$ cat config.mk
export PLATFORM = sky130hd
export DESIGN_NAME = mk14_display_scan
export DESIGN_NICKNAME = d
export VERILOG_FILES = /design/src/rtl/mk14_display_pkg.sv /design/src/rtl/mk14_scan_timer.sv /design/src/rtl/mk14_display_scan.sv
export SDC_FILE = /design/constraint.sdc
export NUM_CORES = 1
export LEC_CHECK = 0
export ABC_AREA = 1
export CORE_MARGIN = 8
export CORE_UTILIZATION = 52
export CTS_CLUSTER_DIAMETER = 60
export DETAILED_ROUTE_END_ITERATION = 8
export PLACE_DENSITY = 0.78
export SYNTH_ARGS = -nofsm -noshare
export SYNTH_HDL_FRONTEND = slang
export SYNTH_SLANG_ARGS = --single-unit
$ cat constraint.sdc
create_clock -name clk -period 2.4 [get_ports clk]
set_input_delay 0.36 -clock clk [delete_from_list [all_inputs] [get_ports clk]]
set_output_delay 0.36 -clock clk [all_outputs]
set_load 0.01 [all_outputs]
$ cat src/rtl/mk14_display_pkg.sv
// Shared definitions for the MK14 display scanner: segment bit positions,
// scan phase encoding and an index-width helper.
package mk14_display_pkg;

   localparam int SEG_A  = 0;
   localparam int SEG_B  = 1;
   localparam int SEG_C  = 2;
   localparam int SEG_D  = 3;
   localparam int SEG_E  = 4;
   localparam int SEG_F  = 5;
   localparam int SEG_G  = 6;
   localparam int SEG_DP = 7;

   typedef enum logic [0:0] {
      ST_BLANK = 1'b0,
      ST_ON    = 1'b1
   } scan_state_t;

   // Width of a digit index; a single-digit display still needs one bit.
   function automatic int idx_width(input int digits);
      return (digits > 1) ? $clog2(digits) : 1;
   endfunction

endpackage

$ cat src/rtl/mk14_scan_timer.sv
// Slot prescaler for the display scanner. A down-counter times each digit
// slot; the phase register tracks BLANK/ON and the digit index advances at
// the end of every slot.
//
//   state    | meaning
//   ---------+-------------------------------------------------------
//   ST_BLANK | first BLANK_CYCLES of a slot, every digit driven off
//   ST_ON    | remainder of the slot, current digit may be lit
module mk14_scan_timer
   import mk14_display_pkg::*;
#(
   parameter int SLOT         = 20,
   parameter int BLANK_CYCLES = 4,
   parameter int DIGITS       = 8,
   parameter int IDX_W        = idx_width(DIGITS)
) (
   input  logic             clk,
   input  logic             rst_n,
   output logic             slot_start,
   output logic             in_blank,
   output logic [IDX_W-1:0] idx
);

   localparam int CNT_W = (SLOT > 1) ? $clog2(SLOT) : 1;
   // Counter runs SLOT-1 down to 0, so elapsed slot time is CNT_TOP - cnt.
   localparam logic [CNT_W-1:0] CNT_TOP = CNT_W'(SLOT - 1);
   // Count value on the last blank cycle; the next cycle starts ON.
   localparam logic [CNT_W-1:0] CNT_ON  = CNT_W'(SLOT - BLANK_CYCLES);
   localparam scan_state_t      ST_FIRST = (BLANK_CYCLES > 0) ? ST_BLANK : ST_ON;

   logic [CNT_W-1:0] cnt;
   scan_state_t      state;
   logic [IDX_W-1:0] idx_q;

   // Slot down-counter, phase tracking and digit index advance.
   always_ff @(posedge clk) begin
      if (!rst_n) begin
         cnt   <= CNT_TOP;
         state <= ST_FIRST;
         idx_q <= '0;
      end else if (cnt == '0) begin
         cnt   <= CNT_TOP;
         state <= ST_FIRST;
         idx_q <= (idx_q == IDX_W'(DIGITS - 1)) ? '0 : idx_q + 1'b1;
      end else begin
         cnt <= cnt - 1'b1;
         if ((BLANK_CYCLES > 0) && (cnt == CNT_ON)) begin
            state <= ST_ON;
         end
      end
   end

   assign slot_start = (cnt == CNT_TOP);
   assign in_blank   = (state == ST_BLANK);
   assign idx        = idx_q;

endmodule

$ cat src/rtl/mk14_display_scan.sv
// Multiplexed seven-segment scanner for the MK14 eight-digit display.
// Takes a per-frame snapshot of the display bus so CPU writes never tear,
// then walks the digits with a blanking gap before each one.
// Optional dimming: define MK14_DISPLAY_DIM_EN to add a 4-bit brightness
// input that gates the lit phase with a free-running PWM counter.
module mk14_display_scan
   import mk14_display_pkg::*;
#(
   parameter int CLOCK_FREQ_MHZ = 12,
   parameter int DIGITS         = 8,
   parameter int DIGIT_US       = 1000,
   parameter int BLANK_CYCLES   = 16,
   parameter bit SEG_ACTIVE_LOW = 1'b1,
   parameter bit DIG_ACTIVE_LOW = 1'b1
) (
   input  logic                  clk,
   input  logic                  rst_n,
   input  logic [DIGITS*8-1:0]   display,
`ifdef MK14_DISPLAY_DIM_EN
   input  logic [3:0]            brightness,
`endif
   output logic [7:0]            seg,
   output logic [DIGITS-1:0]     dig,
   output logic                  frame_strobe
);

   localparam int SLOT  = CLOCK_FREQ_MHZ * DIGIT_US;
   localparam int IDX_W = idx_width(DIGITS);

   localparam logic [7:0]        SEG_OFF = {8{SEG_ACTIVE_LOW}};
   localparam logic [DIGITS-1:0] DIG_OFF = {DIGITS{DIG_ACTIVE_LOW}};

   if (SLOT <= BLANK_CYCLES + 1) begin : g_bad_slot
      $error("mk14_display_scan: slot of %0d cycles too short for %0d blank cycles",
             SLOT, BLANK_CYCLES);
   end
   if ((DIGITS < 1) || (DIGITS > 8)) begin : g_bad_digits
      $error("mk14_display_scan: DIGITS=%0d outside 1..8", DIGITS);
   end

   logic              slot_start;
   logic              in_blank;
   logic [IDX_W-1:0]  idx;
   logic              frame_edge;
   logic [DIGITS*8-1:0] snap;
   logic [7:0]        cur_byte;
   logic [DIGITS-1:0] dig_onehot;
   logic              lit;

   mk14_scan_timer #(
      .SLOT         (SLOT),
      .BLANK_CYCLES (BLANK_CYCLES),
      .DIGITS       (DIGITS),
      .IDX_W        (IDX_W)
   ) u_timer (
      .clk        (clk),
      .rst_n      (rst_n),
      .slot_start (slot_start),
      .in_blank   (in_blank),
      .idx        (idx)
   );

   assign frame_edge = slot_start && (idx == '0);
   assign dig_onehot = DIGITS'(1) << idx;

   // Byte for the current digit; on the snapshot edge the frame register is
   // still being loaded, so digit 0 comes straight from the incoming bus.
   always_comb begin
      cur_byte = snap[int'(idx)*8 +: 8];
      if (frame_edge) begin
         cur_byte = display[7:0];
      end
   end

`ifdef MK14_DISPLAY_DIM_EN
   logic [3:0] pwm;
   logic [3:0] bright_q;

   // Free-running PWM counter and per-frame brightness latch.
   always_ff @(posedge clk) begin
      if (!rst_n) begin
         pwm      <= '0;
         bright_q <= '0;
      end else begin
         pwm <= pwm + 1'b1;
         if (frame_edge) begin
            bright_q <= brightness;
         end
      end
   end

   assign lit = !in_blank && (pwm <= bright_q);
`else
   assign lit = !in_blank;
`endif

   // Snapshot register and registered pin drivers; seg only moves while
   // every digit is dark.
   always_ff @(posedge clk) begin
      if (!rst_n) begin
         snap         <= '0;
         seg          <= SEG_OFF;
         dig          <= DIG_OFF;
         frame_strobe <= 1'b0;
      end else begin
         frame_strobe <= frame_edge;
         if (frame_edge) begin
            snap <= display;
         end
         if (in_blank || slot_start) begin
            seg <= SEG_ACTIVE_LOW ? ~cur_byte : cur_byte;
         end
         if (lit) begin
            dig <= DIG_ACTIVE_LOW ? ~dig_onehot : dig_onehot;
         end else begin
            dig <= DIG_OFF;
         end
      end
   end

endmodule
After elaboration in Yosys (flattened, before gate mapping)
Cells that the tools add are included.
{"block": "totals", "ff_bits": 99, "latch_bits": 0, "mem_bits_rw": 0, "mem_bits_ro": 0, "inputBits": 66, "n_memories": 0}
{"block": "op_classes", "add_sub_neg": 2, "n_mul": 0, "div": 0, "n_lt_le_gt_ge": 0, "n_eq_ne": 3, "n_shift": 2, "muxes": 2, "n_bitwise": 4, "reduce_logical": 6}
{"op": "64-bit by 7-bit indexed part select with 8-bit output", "count": 1}
{"op": "14-bit == test, second input constant", "count": 2}
{"op": "8-bit NOT", "count": 2}
{"op": "14-bit logical NOT", "count": 1}
{"op": "14-bit by 1-bit subtractor with 14-bit output, second input constant", "count": 1}
{"op": "8-bit 2-to-1 mux", "count": 1}
{"op": "1-bit by 3-bit << shifter with 8-bit output, first input constant", "count": 1}
{"op": "3-bit by 1-bit adder with 3-bit output, second input constant", "count": 1}
{"op": "3-bit == test, second input constant", "count": 1}
{"op": "3-bit logical NOT", "count": 1}
{"op": "3-bit 2-to-1 mux", "count": 1}
{"op": "1-bit NOT", "count": 2}
{"op": "2-bit AND reduction", "count": 1}
{"op": "2-bit OR reduction", "count": 1}
{"op": "1-bit logical AND", "count": 1}
{"op": "1-bit logical OR", "count": 1}

Longest topological paths before layout
Gate-level depths: netlist of run 1.
{"block": "depth", "ltp_word": 4, "depth_mapped": 12, "depth_no_buf": 10}

Cells and area by module
Synthesis of run 1 repeated with hierarchy kept, for this count alone.
{"block": "unflattened", "cells_unflattened": 640, "area_unflattened_um2": 4516.8}
{"module": "mk14_display_scan", "n_inst": 1, "cells_each": 491, "area_each_um2": 3437.0, "seq_area_each_um2": 1621.6}
{"module": "mk14_scan_timer", "n_inst": 1, "cells_each": 149, "area_each_um2": 1079.8, "seq_area_each_um2": 360.3}

Worst setup path after synthesis of run 1
No wires, ideal clock.
{"block": "synth_path", "path_type": "register to register", "start": "register u_timer.idx_q[1], in the netlist u_timer.idx[1]", "end": "register seg[2]", "arrival_ns": 1.844, "t_required_ns": 2.342, "slack_ns": 0.498, "path_stages_with_launch": 13, "n_path_buf": 4, "cell_sequence": "dfxtp_1 > buf_2 > clkinv_1 > buf_2 > ha_1 > inv_1 > nor2_1 > buf_2 > clkbuf_1 > nand3b_1 > nand2_1 > nand2_1 > nand2_1"}
{"block": "synth_between", "elab_chain_len": 4, "word_cells_on_any_way": 5}
{"element": "start: declaration", "line": "mk14_scan_timer.sv:33", "rtl": "logic [IDX_W-1:0] idx_q;"}
{"element": "start signal: assignment", "line": "mk14_scan_timer.sv:44", "rtl": "idx_q <= (idx_q == IDX_W'(DIGITS - 1)) ? '0 : idx_q + 1'b1;"}
{"element": "branches (longest 2 deep; another with 64-bit by 7-bit indexed part select with 8-bit output)"}
{"element": "8-bit 2-to-1 mux (*)", "line": "mk14_display_scan.sv:70", "rtl": "if (frame_edge) begin"}
{"element": "8-bit NOT (*)", "line": "mk14_display_scan.sv:111", "rtl": "seg <= SEG_ACTIVE_LOW ? ~cur_byte : cur_byte;"}
{"element": "end signal: assignment", "line": "mk14_display_scan.sv:111"}
{"element": "end: declaration", "line": "mk14_display_scan.sv:22", "rtl": "output logic [7:0] seg,"}
Mark *: on every way between the ends.
A chain may end at the register's enable or synchronous reset.

Final worst setup path of run 1
{"block": "layout_path", "start": "register u_timer.cnt[0]", "end": "register snap[38]"}
{"block": "layout_between", "elab_chain_len": 2}
{"element": "start: declaration", "line": "mk14_scan_timer.sv:31", "rtl": "logic [CNT_W-1:0] cnt;"}
{"element": "start signal: assignment", "line": "mk14_scan_timer.sv:46", "rtl": "cnt <= cnt - 1'b1;"}
{"element": "14-bit == test", "line": "mk14_scan_timer.sv:53", "rtl": "assign slot_start = (cnt == CNT_TOP);"}
{"element": "1-bit logical AND", "line": "mk14_display_scan.sv:63", "rtl": "assign frame_edge = slot_start && (idx == '0);"}
{"element": "end signal: assignment", "line": "mk14_display_scan.sv:108", "rtl": "snap <= display;"}
{"element": "end: declaration", "line": "mk14_display_scan.sv:45", "rtl": "logic [DIGITS*8-1:0] snap;"}
Every way passes these cells.

==> key figures, run 1 <==
Outcome
  • Status: finished, final reports clean

Critical path
  • Critical Path Slowest Stage Cell: dfxtp_1
  • FF-to-FF path depth: 9
  • Critical path peak fanout: 51
  • Arrival @ worst endpoint: 2.08 ns
  • Setup crit end kind: register
  • Critical path type: register to register
  • Worst-path cell chain: ha_1, nand2_1, nor2_1, nand2_1, nor2_4, nand2_2, buf_12, nand2_1, a21oi_1
  • Worst path bufs/invs: 1
  • CP delay by family, top: simple AND/OR/NAND/NOR gates
  • Worst path depth: 9
  • Largest stage delay, worst path: 0.37 ns
  • Crit-path most repeated cell: nand2_1
  • Worst Path Required: 2.64 ns
  • CP Launch Type: register

Global routing
  • Vias in the first global route: 4352
  • Largest net degree at the start of global routing: 74
  • First-pass GRT wire length: 19.89 mm
  • Congestion Overflow GR: 0
  • GRT Overall Usage: 0.2022
  • Initial antenna violation count: 0

Timing
  • Final Skew: 0.01578 ns
  • Final worst slack: 0.5563 ns
  • Setup TNS: 0 ns
  • Endpoints failing setup: 0
  • Final worst path period share: 0.7682
  • Slew headroom: 0.4864
  • Tmin final: 1.844 ns
  • Worst slew pin tran: 0.7704 ns
  • Unrepaired setup endpoints after global routing: false
  • Hold WS: 0.4237 ns
  • Fmax: 0.5424 GHz
  • Final hold violation count: 0
  • Final Max Slew Viols: 0

Worst hold path
  • Worst Hold Class: register to register
  • Hold path cells: 1

Logic synthesis
  • Synth unique cells: 23
  • Post-Synthesis Cells: 659
  • Sequential area share after synthesis: 0.4323
  • #FFs+latches synth: 99
  • Mapped Area: 4584 sq um
  • Syn Area/Cell: around 7.0 sq um
  • Yosys warns: 0
  • Mapped Nets: 733

Finish
  • Finished Core Util: 0.6540
  • Area grow syn2layout: 23.20%
  • Commonest non-fill, non-tap cell in the layout: nand2_1
  • Share of layout cells above drive strength 1: 0.06612
  • Total Nets Final: around 800
  • Fin cells: 834
  • Most frequent cells in the layout: nand2_1 (254), nand3_1 (99), dfxtp_1 (99), clkdlybuf4s50_1 (82), a21oi_1 (73)
  • N_diodes: 0
  • Final instance area: 5648 sq um

Route
  • Drt first pass iters: 4
  • ANT nets after route: 0
  • 1st-iter DRT viols: 323
  • Final WL: around 12 mm
  • Vias per std cell: 5.375
  • # DRC: 0
  • Via count: approximately 4500
  • Drt wl/cell: about 14 um

Place
  • Placed Cells: 818
  • Routability cong.: 0.8413
  • Post-DP Area: ~5400 sq um
  • Detailed Place HPWL: 8.345 mm
  • Input/output buffers: 82
  • Setup WS pre-CTS: between 0.5 and 0.6 ns

CTS
  • PostCTS Resize Cnt: 0
  • CTS tree: yes
  • Clock Latency Late Sink: 0.37 ns
  • Max Root-Sink Buffers: 2
  • Clock Tree Root: clkbuf_8
  • CTS Buf Count: 9
  • Clock sinks: 99
  • Post-CTS setup repair buffer count: 0
  • Worst-path clk slew: 0.10 ns
  • H-tree levels: 3
  • Hold_buf cts: 0

Floorplanning
  • Initial Util: 0.5309
  • Core Rows: 34
  • Core area: 8636 sq um
  • Width of the die: 109.9 um
  • Die ar.: around 12000 sq um
  • Die Y: 109.9 um
  • Boundary Pins: 83

Power and ir drop
  • Lkg Pwr: 2.381 nW
  • PD cells: around 640 nW/um^2
  • VDD IR max: ~360 uV
  • Total power: about 3.6 mW

Run
  • # Max-Cap Violations: 0
==> metal layers <==
metal | track usage | up-vias | share of wire
met5 | 0 | - | 0
met4 | 0.04822 | 0 | 0.011
met3 | 0.04924 | 13 | 0.061
met2 | 0.3557 | 136 | 0.51
met1 | 0.2409 | 2089 | 0.42
li1 | - | 2245 | -
==> cells by family after synthesis <==
| logic type | Yosys count | synth area share |
|---|---|---|
| flip-flops | 99 | 0.4323 |
| AND/OR/NAND/NOR | 400 | 0.3813 |
| XOR/XNOR | 3 | 0.005732 |
| adder cells (fa/ha/maj) | 8 | 0.02183 |
| buffers and inverters | 74 | 0.07696 |
| AO/OA/AOI/OAI | 75 | 0.08188 |
==> cells in the mapped netlist <==
master    count  area (sq um)
buf_8         1         15.01
clkbuf_1     25         93.84
nand3_1      99         495.5
xor2_1        1         8.760
buf_2         9         45.04
nand3_2      10         100.1
inv_2         3         11.26
nand2_2       2         12.51
nand3b_1     10         75.07
nand2_1     254         953.4
nor2_1       18         67.56
ha_1          8         100.1
or2_2         1         6.260
o21ai_0       2         10.01
a21oi_1      73         365.4
inv_1        26         97.59
xnor2_1       2         17.52
dfxtp_1      99          1982
nor2_2        3         18.77
buf_6         7         78.83
buf_1         1         3.750
clkinv_1      2         7.510
nand4_1       3         18.77
==> worst register-to-register path, delay by kind of cell, from the launching register on <==
kind	cells	cell delay [ns]
adders and majority gates	1	0.16
DFF	1	0.37
AOI/OAI and AO/OA	1	0.06
and+or+nand+nor	6	0.81
buffers and inverters	1	0.32
==> where the power goes <==
group | switching [mW] | total, mW | internal, mW
Sequential | 0.0637 | 1.83 | 1.76
Combinational | 0.317 | 0.594 | 0.277
Clock | 0.608 | 1.21 | 0.603
Total | 0.988 | 3.63 | 2.64
==> final timing paths <==
kind	to	start	slack, ns
setup reg to reg	snap[38]	u_timer.cnt[0]	0.56
setup / recovery	snap[38]	u_timer.cnt[0]	0.56
hold / removal	u_timer.cnt[0]	u_timer.cnt[0]	0.42
hold reg to reg	u_timer.cnt[0]	u_timer.cnt[0]	0.42
==> sequential cells by signal, indices dropped and copies added (netlist names) <==
signal         cells
snap              64
u_timer.cnt       14
dig                8
seg                8
u_timer.idx        3
frame_strobe       1
u_timer.state      1
==> final cells by class <==
type	instances	area, sq um
Clock buffer	9	123.9
Clock inverter	7	105.1
Fill cell	790	2988
Inverter	31	116.4
Multi-Input combinational cell	486	2262
Sequential cell	99	1982
Tap cell	108	135.1
Timing Repair Buffer	94	923.4
No activity file was read; power rests on OpenSTA's default activity.
==> inputs of run 2 (changes only) <==
==> constraint.sdc (replaced) <==
create_clock -name clk -period 1.87 [get_ports clk]
set_input_delay 0.2805 -clock clk [delete_from_list [all_inputs] [get_ports clk]]
set_output_delay 0.2805 -clock clk [all_outputs]
set_load 0.01 [all_outputs]
==> run 2 against run 1 <==
  * Fmax rose by 7.7%
  * Critical path depth rose by 1
  * Flip-flop and latch count did not move
  * Critical path type unchanged
  * Largest cell class unchanged
==> key figures, run 2 (synthesis results as in run 1) <==
Outcome
  • Status: finished, final reports clean (unchanged)

Place
  • Input/output buffers: 82 (unchanged)
  • Post-DP Area: 5489 sq um (was 5419 sq um)
  • Detailed Place HPWL: 8.515 mm (was 8.345 mm)
  • Placed Cells: 824 (was 818)
  • Routability cong.: 0.8499 (was 0.8413)

CTS
  • H-tree levels: 3 (unchanged)
  • Clock Tree Root: clkbuf_8 (unchanged)
  • Clock sinks: 99 (unchanged)
  • CTS Buf Count: 9 (unchanged)
  • Hold_buf cts: 0 (unchanged)
  • Worst-path clk slew: 0.09 ns (was 0.10 ns)
  • Clock Latency Late Sink: 0.35 ns (was 0.37 ns)
  • Max Root-Sink Buffers: 2 (unchanged)
  • CTS tree: yes (unchanged)

Floorplanning
  • Die Y: 109.9 um (unchanged)
  • Boundary Pins: 83 (unchanged)
  • Initial Util: 0.5309 (unchanged)
  • Core area: 8636 sq um (unchanged)
  • Width of the die: 109.9 um (unchanged)
  • Core Rows: 34 (unchanged)
  • Die ar.: 12080 sq um (unchanged)

Route
  • Drt first pass iters: 4 (unchanged)
  • 1st-iter DRT viols: 242 (was 323)
  • Drt wl/cell: 14.12 um (was 14.30 um)
  • Vias per std cell: 5.310 (was 5.375)
  • Final WL: 11.87 mm (was 11.92 mm)
  • Via count: 4466 (was 4483)
  • ANT nets after route: 0 (unchanged)
  • # DRC: 0 (unchanged)

Finish
  • N_diodes: 0 (unchanged)
  • Commonest non-fill, non-tap cell in the layout: nand2_1 (unchanged)
  • Most frequent cells in the layout: nand2_1 (254), nand3_1 (99), dfxtp_1 (99), clkdlybuf4s50_1 (82), a21oi_1 (73) (unchanged)
  • Finished Core Util: 0.6618 (was 0.6540)
  • Total Nets Final: 803 (was 795)
  • Final instance area: 5715 sq um (was 5648 sq um)
  • Share of layout cells above drive strength 1: 0.07503 (was 0.06612)
  • Area grow syn2layout: 24.67% (was 23.20%)
  • FILL cells: 756 (was 790)
  • Biggest regs: snap x64, u_timer.cnt x14 (unchanged)
  • Largest reg by FF count: snap (unchanged)
  • Fin cells: 841 (was 834)
  • Max reg flops: 64 (unchanged)

Critical path
  • Critical path peak fanout: 9 (was 51)
  • CP delay by family, top: simple AND/OR/NAND/NOR gates (unchanged)
  • Worst Path Required: 2.12 ns (was 2.64 ns)
  • Critical path startpoint: u_timer.cnt[0] (unchanged)
  • Critical path type: register to register (unchanged)
  • Setup crit end kind: register (unchanged)
  • Worst path bufs/invs: 2 (was 1)
  • Critical Path Slowest Stage Cell: nor2_2 (was dfxtp_1)
  • Crit-path most repeated cell: nand2_1 (unchanged)
  • R2R setup slack: 0.16 ns (was 0.56 ns)
  • CP Launch Type: register (unchanged)
  • Arrival @ worst endpoint: 1.96 ns (was 2.08 ns)
  • Largest stage delay, worst path: 0.35 ns (was 0.37 ns)
  • Worst-path cell chain: ha_1, nand2_1, nor2_1, nand2_1, nor2_4, buf_4, nor2_2, inv_2, nand2_1, nand2_1 (was ha_1, nand2_1, nor2_1, nand2_1, nor2_4, nand2_2, buf_12, nand2_1, a21oi_1)
  • FF-to-FF Start: u_timer.cnt[0] (unchanged)

Run
  • # Max-Cap Violations: 0 (unchanged)

Power and ir drop
  • PD cells: 798.8 nW/um^2 (was 642.9 nW/um^2)
  • VDD IR max: 440.5 uV (was 360.1 uV)
  • Lkg Pwr: 2.419 nW (was 2.381 nW)

Timing
  • Tmin final: 1.712 ns (was 1.844 ns)
  • Final worst path period share: 0.9156 (was 0.7682)
  • Setup TNS: 0 ns (unchanged)
  • Final hold violation count: 0 (unchanged)
  • Hold WS: 0.4175 ns (was 0.4237 ns)
  • Worst slew pin tran: 0.4503 ns (was 0.7704 ns)
  • Final Max Slew Viols: 0 (unchanged)
  • Fmax: 0.5841 GHz (was 0.5424 GHz)
  • Endpoints failing setup: 0 (unchanged)
  • Final Skew: 0.007489 ns (was 0.01578 ns)
  • Slew headroom: 0.6995 (was 0.4864)
  • Unrepaired setup endpoints after global routing: false (unchanged)

Global routing
  • Initial antenna violation count: 0 (unchanged)
  • Largest net degree at the start of global routing: 74 (unchanged)
  • Vias in the first global route: 4392 (was 4352)
  • First-pass GRT wire length: 19.93 mm (was 19.89 mm)
  • GRT Overall Usage: 0.2030 (was 0.2022)
  • Congestion Overflow GR: 0 (unchanged)

Worst hold path
  • Min-delay src: u_timer.cnt[0] (unchanged)
  • Worst Hold Class: register to register (unchanged)
## run 2: changes by cell type in the layout (fill, tap and decap cells not counted)
| cell | change |
|---|---|
| bufinv_16 | -1 |
| buf_12 | +2 |
| buf_4 | +6 |
| inv_8 | -1 |
| clkbuf_8 | +3 |
| inv_6 | -2 |
## run 2: final timing paths
path              cells after the start             end
setup / recovery                     10          seg[6]
hold / removal                        1  u_timer.cnt[0]
setup reg to reg                     10          seg[6]
hold reg to reg                       1  u_timer.cnt[0]
## run 2: per-stage QoR
step,setup slack [ns],power (mW)
finish,0.1578,4.566
global route,0.02125,4.783
CTS,0.2154,4.583
detailed placement,0.2308,3.168
global placement,0.2792,3.146
floorplan,-0.004665,2.869
## run 2: cell type report
cell class | instances | area (sq um) | area share
Timing Repair Buffer | 102 | 1008 | 0.1764
Tap cell | 108 | 135.1 | 0.02364
Inverter | 31 | 116.4 | 0.02036
Sequential cell | 99 | 1982 | 0.3468
Multi-Input combinational cell | 486 | 2262 | 0.3958
Clock buffer | 12 | 165.2 | 0.02890
Clock inverter | 3 | 46.29 | 0.008100
## run 2: per-layer routing
| layer | vias to the layer above | share of wire | global-route usage |
|---|---|---|---|
| li1 | 2255 | - | - |
| met5 | - | 0 | 0 |
| met4 | 0 | 0.021 | 0.07907 |
| met1 | 2061 | 0.43 | 0.2451 |
| met2 | 129 | 0.49 | 0.3493 |
| met3 | 21 | 0.058 | 0.03634 |
## run 2: power by group
group          internal [mW]  total [mW]  switching, mW  leakage [nW]
logic                  0.382       0.791          0.410          1.50
registers               2.26        2.34         0.0813         0.813
clock network          0.724        1.43          0.708         0.105
## run 2: repair_timing
action | 4_1_cts | 5_1_grt
endpoints found under the setup margin | 0 | 1
endpoints found under the hold margin | 0 | 0
resized for setup | 0 | 0
setup buffers | 0 | 2
